==> config.mk <==
export PLATFORM = sky130hd
export DESIGN_NAME = segments_scan_controller
export DESIGN_NICKNAME = d
export VERILOG_FILES = /design/src/rtl/segments_scan_controller.sv
export SDC_FILE = /design/constraint.sdc
export NUM_CORES = 1
export LEC_CHECK = 0
export ABC_AREA = 1
export BUFFER_PORTS_ARGS = -buffer_cell sky130_fd_sc_hd__buf_2
export CORE_ASPECT_RATIO = 1.25
export CORE_MARGIN = 4
export CORE_UTILIZATION = 60
export CTS_CLUSTER_DIAMETER = 40
export DETAILED_ROUTE_END_ITERATION = 10
export PLACE_DENSITY_LB_ADDON = 0.1
export SYNTH_ARGS = -nofsm -noshare
export SYNTH_HDL_FRONTEND = slang
export SYNTH_SLANG_ARGS = --single-unit
==> constraint.sdc <==
create_clock -name clk -period 3.07 [get_ports clk]
set_clock_uncertainty 0.05 [all_clocks]
set_input_delay 0.614 -clock clk [delete_from_list [all_inputs] [get_ports clk]]
set_output_delay 0.614 -clock clk [all_outputs]
set_load 0.05 [all_outputs]
==> src/rtl/segments_scan_controller.sv <==
// Time-multiplexed scan controller for common-anode 7-segment digits on a shared segment bus.
// Frames arrive through a valid/ready handshake and take effect only at frame boundaries.
module segments_scan_controller #(
  parameter int DIGITS       = 4,
  parameter int REFRESH_DIV  = 50000,
  parameter int BLANK_CYCLES = 500
) (
  input  logic                  clk,
  input  logic                  reset,
  input  logic                  load_valid,
  output logic                  load_ready,
  input  logic [4*DIGITS-1:0]   load_value,
  input  logic [DIGITS-1:0]     load_mask,
  input  logic                  load_lzb,
  output logic [3:0]            digit_value,
  output logic                  digit_enable,
  output logic [DIGITS-1:0]     anode,
  output logic                  frame_tick
);

  localparam int CW = $clog2(REFRESH_DIV);
  localparam int IW = (DIGITS > 1) ? $clog2(DIGITS) : 1;

  localparam logic [CW-1:0] CNT_LAST  = CW'(REFRESH_DIV - 1);
  localparam logic [CW-1:0] CNT_BLANK = CW'(BLANK_CYCLES);
  localparam logic [IW-1:0] IDX_LAST  = IW'(DIGITS - 1);

  typedef enum logic {
    PH_BLANK,
    PH_ON
  } phase_e;

  logic [CW-1:0]         cnt;
  logic [IW-1:0]         idx;
  logic [4*DIGITS-1:0]   act_value;
  logic [DIGITS-1:0]     act_mask;
  logic                  act_lzb;
  logic                  pend;
  logic [4*DIGITS-1:0]   pend_value;
  logic [DIGITS-1:0]     pend_mask;
  logic                  pend_lzb;

  phase_e                phase;
  logic                  accept;
  logic                  last_slot;
  logic [DIGITS-1:0]     zero_from;
  logic                  lz;

  assign accept     = load_valid && load_ready;
  assign last_slot  = (cnt == CNT_LAST);
  assign load_ready = ~pend;
  assign frame_tick = last_slot && (idx == IDX_LAST);

  // NOTE: every state register uses non-blocking assignment so all flops
  // update together from the same pre-edge values.
  always_ff @(posedge clk) begin
    if (reset) begin
      cnt        <= '0;
      idx        <= '0;
      act_value  <= '0;
      act_mask   <= '0;
      act_lzb    <= 1'b0;
      pend       <= 1'b0;
      pend_value <= '0;
      pend_mask  <= '0;
      pend_lzb   <= 1'b0;
    end else begin
      if (last_slot) begin
        cnt <= '0;
        idx <= (idx == IDX_LAST) ? '0 : idx + IW'(1);
      end else begin
        cnt <= cnt + CW'(1);
      end

      // accept implies pend is clear, so commit and capture never collide;
      // a capture on the boundary cycle waits for the next boundary.
      if (frame_tick && pend) begin
        act_value <= pend_value;
        act_mask  <= pend_mask;
        act_lzb   <= pend_lzb;
        pend      <= 1'b0;
      end else if (accept) begin
        pend_value <= load_value;
        pend_mask  <= load_mask;
        pend_lzb   <= load_lzb;
        pend       <= 1'b1;
      end
    end
  end

  // zero_from[i] is set when nibbles i..DIGITS-1 of the active frame are all zero.
  always_comb begin
    logic run;
    // NOTE: defaults first so no path leaves a combinational output unassigned
    // (which would otherwise infer a latch).
    zero_from = '0;
    run       = 1'b1;
    for (int i = DIGITS - 1; i >= 0; i--) begin
      run          = run && (act_value[4*i +: 4] == 4'h0);
      zero_from[i] = run;
    end
  end

  assign lz    = act_lzb && (idx != '0) && zero_from[idx];
  assign phase = (cnt < CNT_BLANK) ? PH_BLANK : PH_ON;

  always_comb begin
    digit_value  = act_value[4*int'(idx) +: 4];
    anode        = '1;
    digit_enable = 1'b0;
    if (phase == PH_ON) begin
      anode[idx]   = 1'b0;
      digit_enable = act_mask[idx] && !lz;
    end
  end

endmodule

After elaboration in Yosys (flattened, before gate mapping):

Index checks and enable logic that the tools add are counted.

* bits in registers: 61
* latch bits: 0
* memories: 0
* bits in writable memories: 0
* logic and storage cells: 48
* bits in read-only memories: 0
* output and inout bits: 11
* bits of input ports: 24

* reductions and logical operators: 19
* bitwise operators: 3
* multiply operators: 0
* order comparisons: 3
* eq/ne operators: 2
* $add $sub $neg: 2
* shift-type cells: 1
* divide/modulo/power cells: 0
* muxes and demuxes: 9

Operators by type and width (number)
* $add 16x1->16 const B: 1
* $eq 16x16->1 const B: 1
* $logic_not 4->1: 4
* $lt 16x9->1 const B: 1
* $shiftx 16x5->4: 1
* $logic_and 1x1->1: 10
* $bmux 1 s2: 2
* $mux 1: 4
* $mux 4: 1
* $not 4->4: 1
* $reduce_or 2->1: 2
* $lt 2x3->1 const B: 1
* $add 2x1->2 const B: 1
* $demux 1 s2: 1
* $eq 2x2->1 const B: 1
* $ge 2x1->1 const B: 1
* $mux 2: 1
* $not 1->1: 2
* $reduce_and 2->1: 1
* $reduce_bool 2->1: 1
* $logic_not 1->1: 1

Logic depth before layout (Yosys ltp):

* word-level depth: 10
* gate-level depth with buffers: 9
* depth with buffers taken out: 8

Worst setup path after synthesis:

No wires, ideal clock.

* kind: register to output
* from: register idx[1]
* to: output frame_tick
* stages on the path, launching flop included: 5
* data arrival time: 2.250 ns
* slack: 0.156 ns
* path buffers: 2
* data required time: 2.406 ns
* path through: dfxtp_1 > ha_1 > clkbuf_1 > clkbuf_1 > nor3b_1

* cells in the longest elaborated chain, start to end: 2

RTL lines
* start, declared: RTL line 34 `logic [IW-1:0] idx;`
* start signal, assigned: RTL line 70 `idx <= (idx == IDX_LAST) ? '0 : idx + IW'(1);`
* $eq 2x2->1: RTL line 52 `assign frame_tick = last_slot && (idx == IDX_LAST);`
* $logic_and 1x1->1: RTL line 52
* end, declared: RTL line 18 `output logic frame_tick`

Every way passes these cells.

Final worst setup path:

* from: register idx[0]
* to: output digit_enable

* cells in the longest elaborated chain, start to end: 6
* elaborated cells between the ends (all ways): 10
* those cells by class: 5 x mux; 5 x reduce/logical

RTL lines
* $bmux 1 s2 / $reduce_bool 2->1 (equally long branches): RTL line 104 `assign lz = act_lzb && (idx != '0) && zero_from[idx];`
* $mux 1 (not written as such) / $logic_and 1x1->1 (equally long branches): RTL line 104
* $logic_and 1x1->1: RTL line 104
* $logic_not 1->1: RTL line 113 `digit_enable = act_mask[idx] && !lz;`
* $logic_and 1x1->1 *: RTL line 113
* $mux 1 *: RTL line 111 `if (phase == PH_ON) begin`
* end, declared: RTL line 16 `output logic digit_enable,`

Every way passes the cells marked *; elsewhere a longest branch is shown, timed or not. The select of a mux whose other input is x is not followed.

==> impl_metrics.prom <==
# TYPE chip_impl_metric gauge
chip_impl_metric{name="initial_utilization",unit=""} 0.623
chip_impl_metric{name="cts.path.max_buffers",unit=""} 2
chip_impl_info{name="most_frequently_used_cell_type_in_the_post_synthesis_netlist",value="sky130_fd_sc_hd__nor2_1"} 1
chip_impl_metric{name="ys_seq_elements",unit=""} 61
chip_impl_metric{name="cts_hold_buf",unit=""} 0
chip_impl_metric{name="h-tree-depth",unit=""} 3
chip_impl_metric{name="nNetsFinal",unit=""} 439
chip_impl_metric{name="timing.final.crit_share",unit=""} 0.904
chip_impl_info{name="tritoncts_clock_tree",value="yes"} 1
chip_impl_metric{name="final-setup-viol-count",unit=""} 0
chip_impl_metric{name="leftover_overflow_at_the_end_of_global_routing",unit=""} 0
chip_impl_metric{name="post_route_cells_drive_above_1_share",unit=""} 0.149
chip_impl_metric{name="synth.yosys.warnings",unit=""} 0
chip_impl_metric{name="number_of_buffers_added_by_the_clock_tree_synthesis_step",unit=""} 9
chip_impl_metric{name="grt_usage",unit=""} 0.253
chip_impl_info{name="critical_path.endpoint_type",value="primary output"} 1
chip_impl_metric{name="layout.area.seq",unit="um2"} 1220
chip_impl_metric{name="route.vias.total",unit=""} 2564
chip_impl_metric{name="maxClockFrequency",unit="GHz"} 0.360
chip_impl_metric{name="crit_path_max_fanout",unit=""} 15
chip_impl_info{name="synth_commonest_cells",value="sky130_fd_sc_hd__nor2_1, sky130_fd_sc_hd__dfxtp_1, sky130_fd_sc_hd__nand2_1"} 1
chip_impl_metric{name="post_synth_num_cell_types",unit=""} 27
chip_impl_metric{name="die-width",unit="um"} 68.9
chip_impl_metric{name="synthesis.area_per_instance",unit="um2"} 7.28
chip_impl_metric{name="synth_cells",unit=""} 382
chip_impl_metric{name="design.die.area",unit="um2"} 5790
chip_impl_metric{name="number_of_global_route_vias_before_repair",unit=""} 2412
chip_impl_metric{name="largest_net_degree_at_the_start_of_global_routing",unit=""} 26
chip_impl_metric{name="n_antenna_cell",unit=""} 0
chip_impl_metric{name="synth_nets",unit=""} 411
chip_impl_metric{name="ioPinCount",unit=""} 35
chip_impl_info{name="critical_path_class",value="reg2out"} 1
chip_impl_metric{name="route.antenna.remaining_nets",unit=""} 0
chip_impl_metric{name="worst-endpoint-required",unit="ps"} 2410
chip_impl_metric{name="routedWlPerCell",unit="um"} 13.6
chip_impl_info{name="synth.area.top_cells",value="sky130_fd_sc_hd__dfxtp_1, sky130_fd_sc_hd__nor2_1, sky130_fd_sc_hd__nand2_1"} 1
chip_impl_metric{name="area.growth.synth_to_final",unit="%"} 13.5
chip_impl_info{name="timing.hold.worst.class",value="reg2reg"} 1
chip_impl_metric{name="static-leakage-power",unit="uW"} 0.00120
chip_impl_info{name="cp-start-kind",value="flop"} 1
chip_impl_metric{name="async_sr_flop_fraction",unit=""} 0
chip_impl_metric{name="route.detailed.vias_per_inst",unit=""} 5.42
chip_impl_metric{name="coreArea",unit="um2"} 4460
chip_impl_metric{name="post_detail_place_hpwl",unit="mm"} 4.55
chip_impl_metric{name="worst_slew_margin_rel",unit=""} 0.555
chip_impl_metric{name="synth_top_cell_area_share",unit=""} 0.439
chip_impl_info{name="rsz0062_at_grt",value="false"} 1
chip_impl_metric{name="route.detailed.drc",unit=""} 0
chip_impl_metric{name="synth_enable_flop_cells",unit=""} 0
chip_impl_metric{name="cts_sinks",unit=""} 61
chip_impl_metric{name="synth.yosys.seq_area_share",unit=""} 0.439
chip_impl_metric{name="worst_pin_slew",unit="ps"} 666
chip_impl_metric{name="fill_cells",unit=""} 380
chip_impl_metric{name="area_of_the_multi_input_gates",unit="um2"} 1360
chip_impl_info{name="status",value="finished clean"} 1
chip_impl_info{name="synth.largest_area_cell",value="sky130_fd_sc_hd__dfxtp_1"} 1
chip_impl_metric{name="floorplan.rows",unit=""} 27
chip_impl_metric{name="clock_pin_slew_reported_for_the_worst_setup_and_hold_paths_after_clock_tree_synthesis",unit="ps"} 70
chip_impl_metric{name="cellPowerDensity",unit="nW/um2"} 549
chip_impl_metric{name="hold_viol_final",unit=""} 0
chip_impl_metric{name="gp_congestion",unit=""} 0.899
chip_impl_metric{name="dr.first_iter.drc_count",unit=""} 150
chip_impl_metric{name="grt_first_pass_wirelength",unit="mm"} 11.2
chip_impl_metric{name="maxCapViolations",unit=""} 0
chip_impl_metric{name="tns_setup",unit="ps"} 0
chip_impl_metric{name="skew_pair_late_insertion_delay",unit="ps"} 340
chip_impl_metric{name="finalWorstPathRequiredPeriod",unit="ps"} 2770
chip_impl_metric{name="slew_violations",unit=""} 0
chip_impl_info{name="ys.flop_type",value="sky130_fd_sc_hd__dfxtp_1"} 1
chip_impl_metric{name="die_ht",unit="um"} 84.1
chip_impl_info{name="buffer_cell_driving_the_clock_tree_root",value="sky130_fd_sc_hd__clkbuf_8"} 1
chip_impl_metric{name="syn-cell-area",unit="um2"} 2780
chip_impl_metric{name="post_cts.repair.setup_buffers",unit=""} 0
chip_impl_metric{name="detail_route.first_pass.iterations",unit=""} 4
chip_impl_metric{name="crit_arrival",unit="ps"} 2110
chip_impl_metric{name="io_buffer_count",unit=""} 34
chip_impl_metric{name="fin_total_pwr",unit="uW"} 1730
chip_impl_metric{name="initial_antenna_violation_count",unit=""} 0
chip_impl_metric{name="drt_wirelength",unit="mm"} 6.42
chip_impl_metric{name="cts_repair_resize_count",unit=""} 0
chip_impl_metric{name="peak_supply_drop",unit="V"} 0.000400
==> cells by family (layout without fill, tap and decap cells) <==
logic type | count (synthesis) | in the layout | share of synthesized area
and+or+nand+nor | 192 | 192 | 0.311
AOI/OAI and AO/OA | 77 | 77 | 0.142
DFF | 61 | 61 | 0.439
buffers and inverters | 43 | 76 | 0.0725
adders and majority gates | 5 | 5 | 0.0225
xor gates and xnor gates | 4 | 4 | 0.0126
==> final timing paths <==
kind	slack, ps	start	cells after the start	to
hold / removal	400	cnt[0]	1	cnt[0]
setup / recovery	300	idx[0]	7	digit_enable
setup reg to reg	980	cnt[0]	9	act_mask[0]
hold reg to reg	400	cnt[0]	1	cnt[0]
==> per-layer routing <==
| metal | vias to the layer above | track usage | wire length (um) |
|---|---|---|---|
| li1 | 1337 | - | - |
| met1 | 1156 | 0.320 | 2900 |
| met2 | 58 | 0.392 | 3090 |
| met3 | 13 | 0.0687 | 249 |
| met4 | 0 | 0.113 | 180 |
| met5 | - | 0 | 0 |
==> sequential cells by signal, summed over array words and instances (netlist names) <==
name	count
act_value	16
cnt	16
pend_value	16
act_mask	4
pend_mask	4
idx	2
act_lzb	1
pend	1
pend_lzb	1
==> where the power goes <==
group	internal (uW)	switching [uW]	total (uW)
Clock	499	308	807
Sequential	819	15.2	834
Combinational	32.0	57.9	89.9
==> through the flow <==
step	cells	utilization	setup WS (ps)	instance area (um2)	hold WS (ps)
3_3_place_gp	457	0.657	738	2930	382
4_1_cts	473	0.708	293	3160	402
6_report	473	0.708	295	3160	397
5_1_grt	473	0.708	97.5	3160	434
2_1_floorplan	382	-	156	2780	367
3_5_place_dp	457	0.657	657	2930	390
==> final cells by class <==
cell class	count	share of cell area
clock inverter	4	0.0222
timing repair buffer	37	0.0611
multi-input combinational	278	0.430
inverter	23	0.0274
tap	58	0.0230
sequential	61	0.387
clock buffer	12	0.0492
==> worst max-delay path: stages, from the launching register on <==
cell,delay (ps)
sky130_fd_sc_hd__dfxtp_1,570
sky130_fd_sc_hd__inv_1,300
sky130_fd_sc_hd__ha_1,300
sky130_fd_sc_hd__nor2_1,90
sky130_fd_sc_hd__nand4_1,90
sky130_fd_sc_hd__nor2_1,130
sky130_fd_sc_hd__a21oi_1,70
sky130_fd_sc_hd__buf_2,210
==> layout by cell type, fill, tap and decap left out, drive strengths merged, types with 3 or more instances in the layout <==
cell type	instances
o21ai	37
dfxtp	61
clkbuf	12
a21oi	34
nand4	25
xor2	3
nand2	60
nor3	8
nor3b	3
buf	37
inv	22
o22ai	4
nor2	82
clkinv	3
nand3	13
ha	5
No activity file was read; power rests on OpenSTA's default activity.
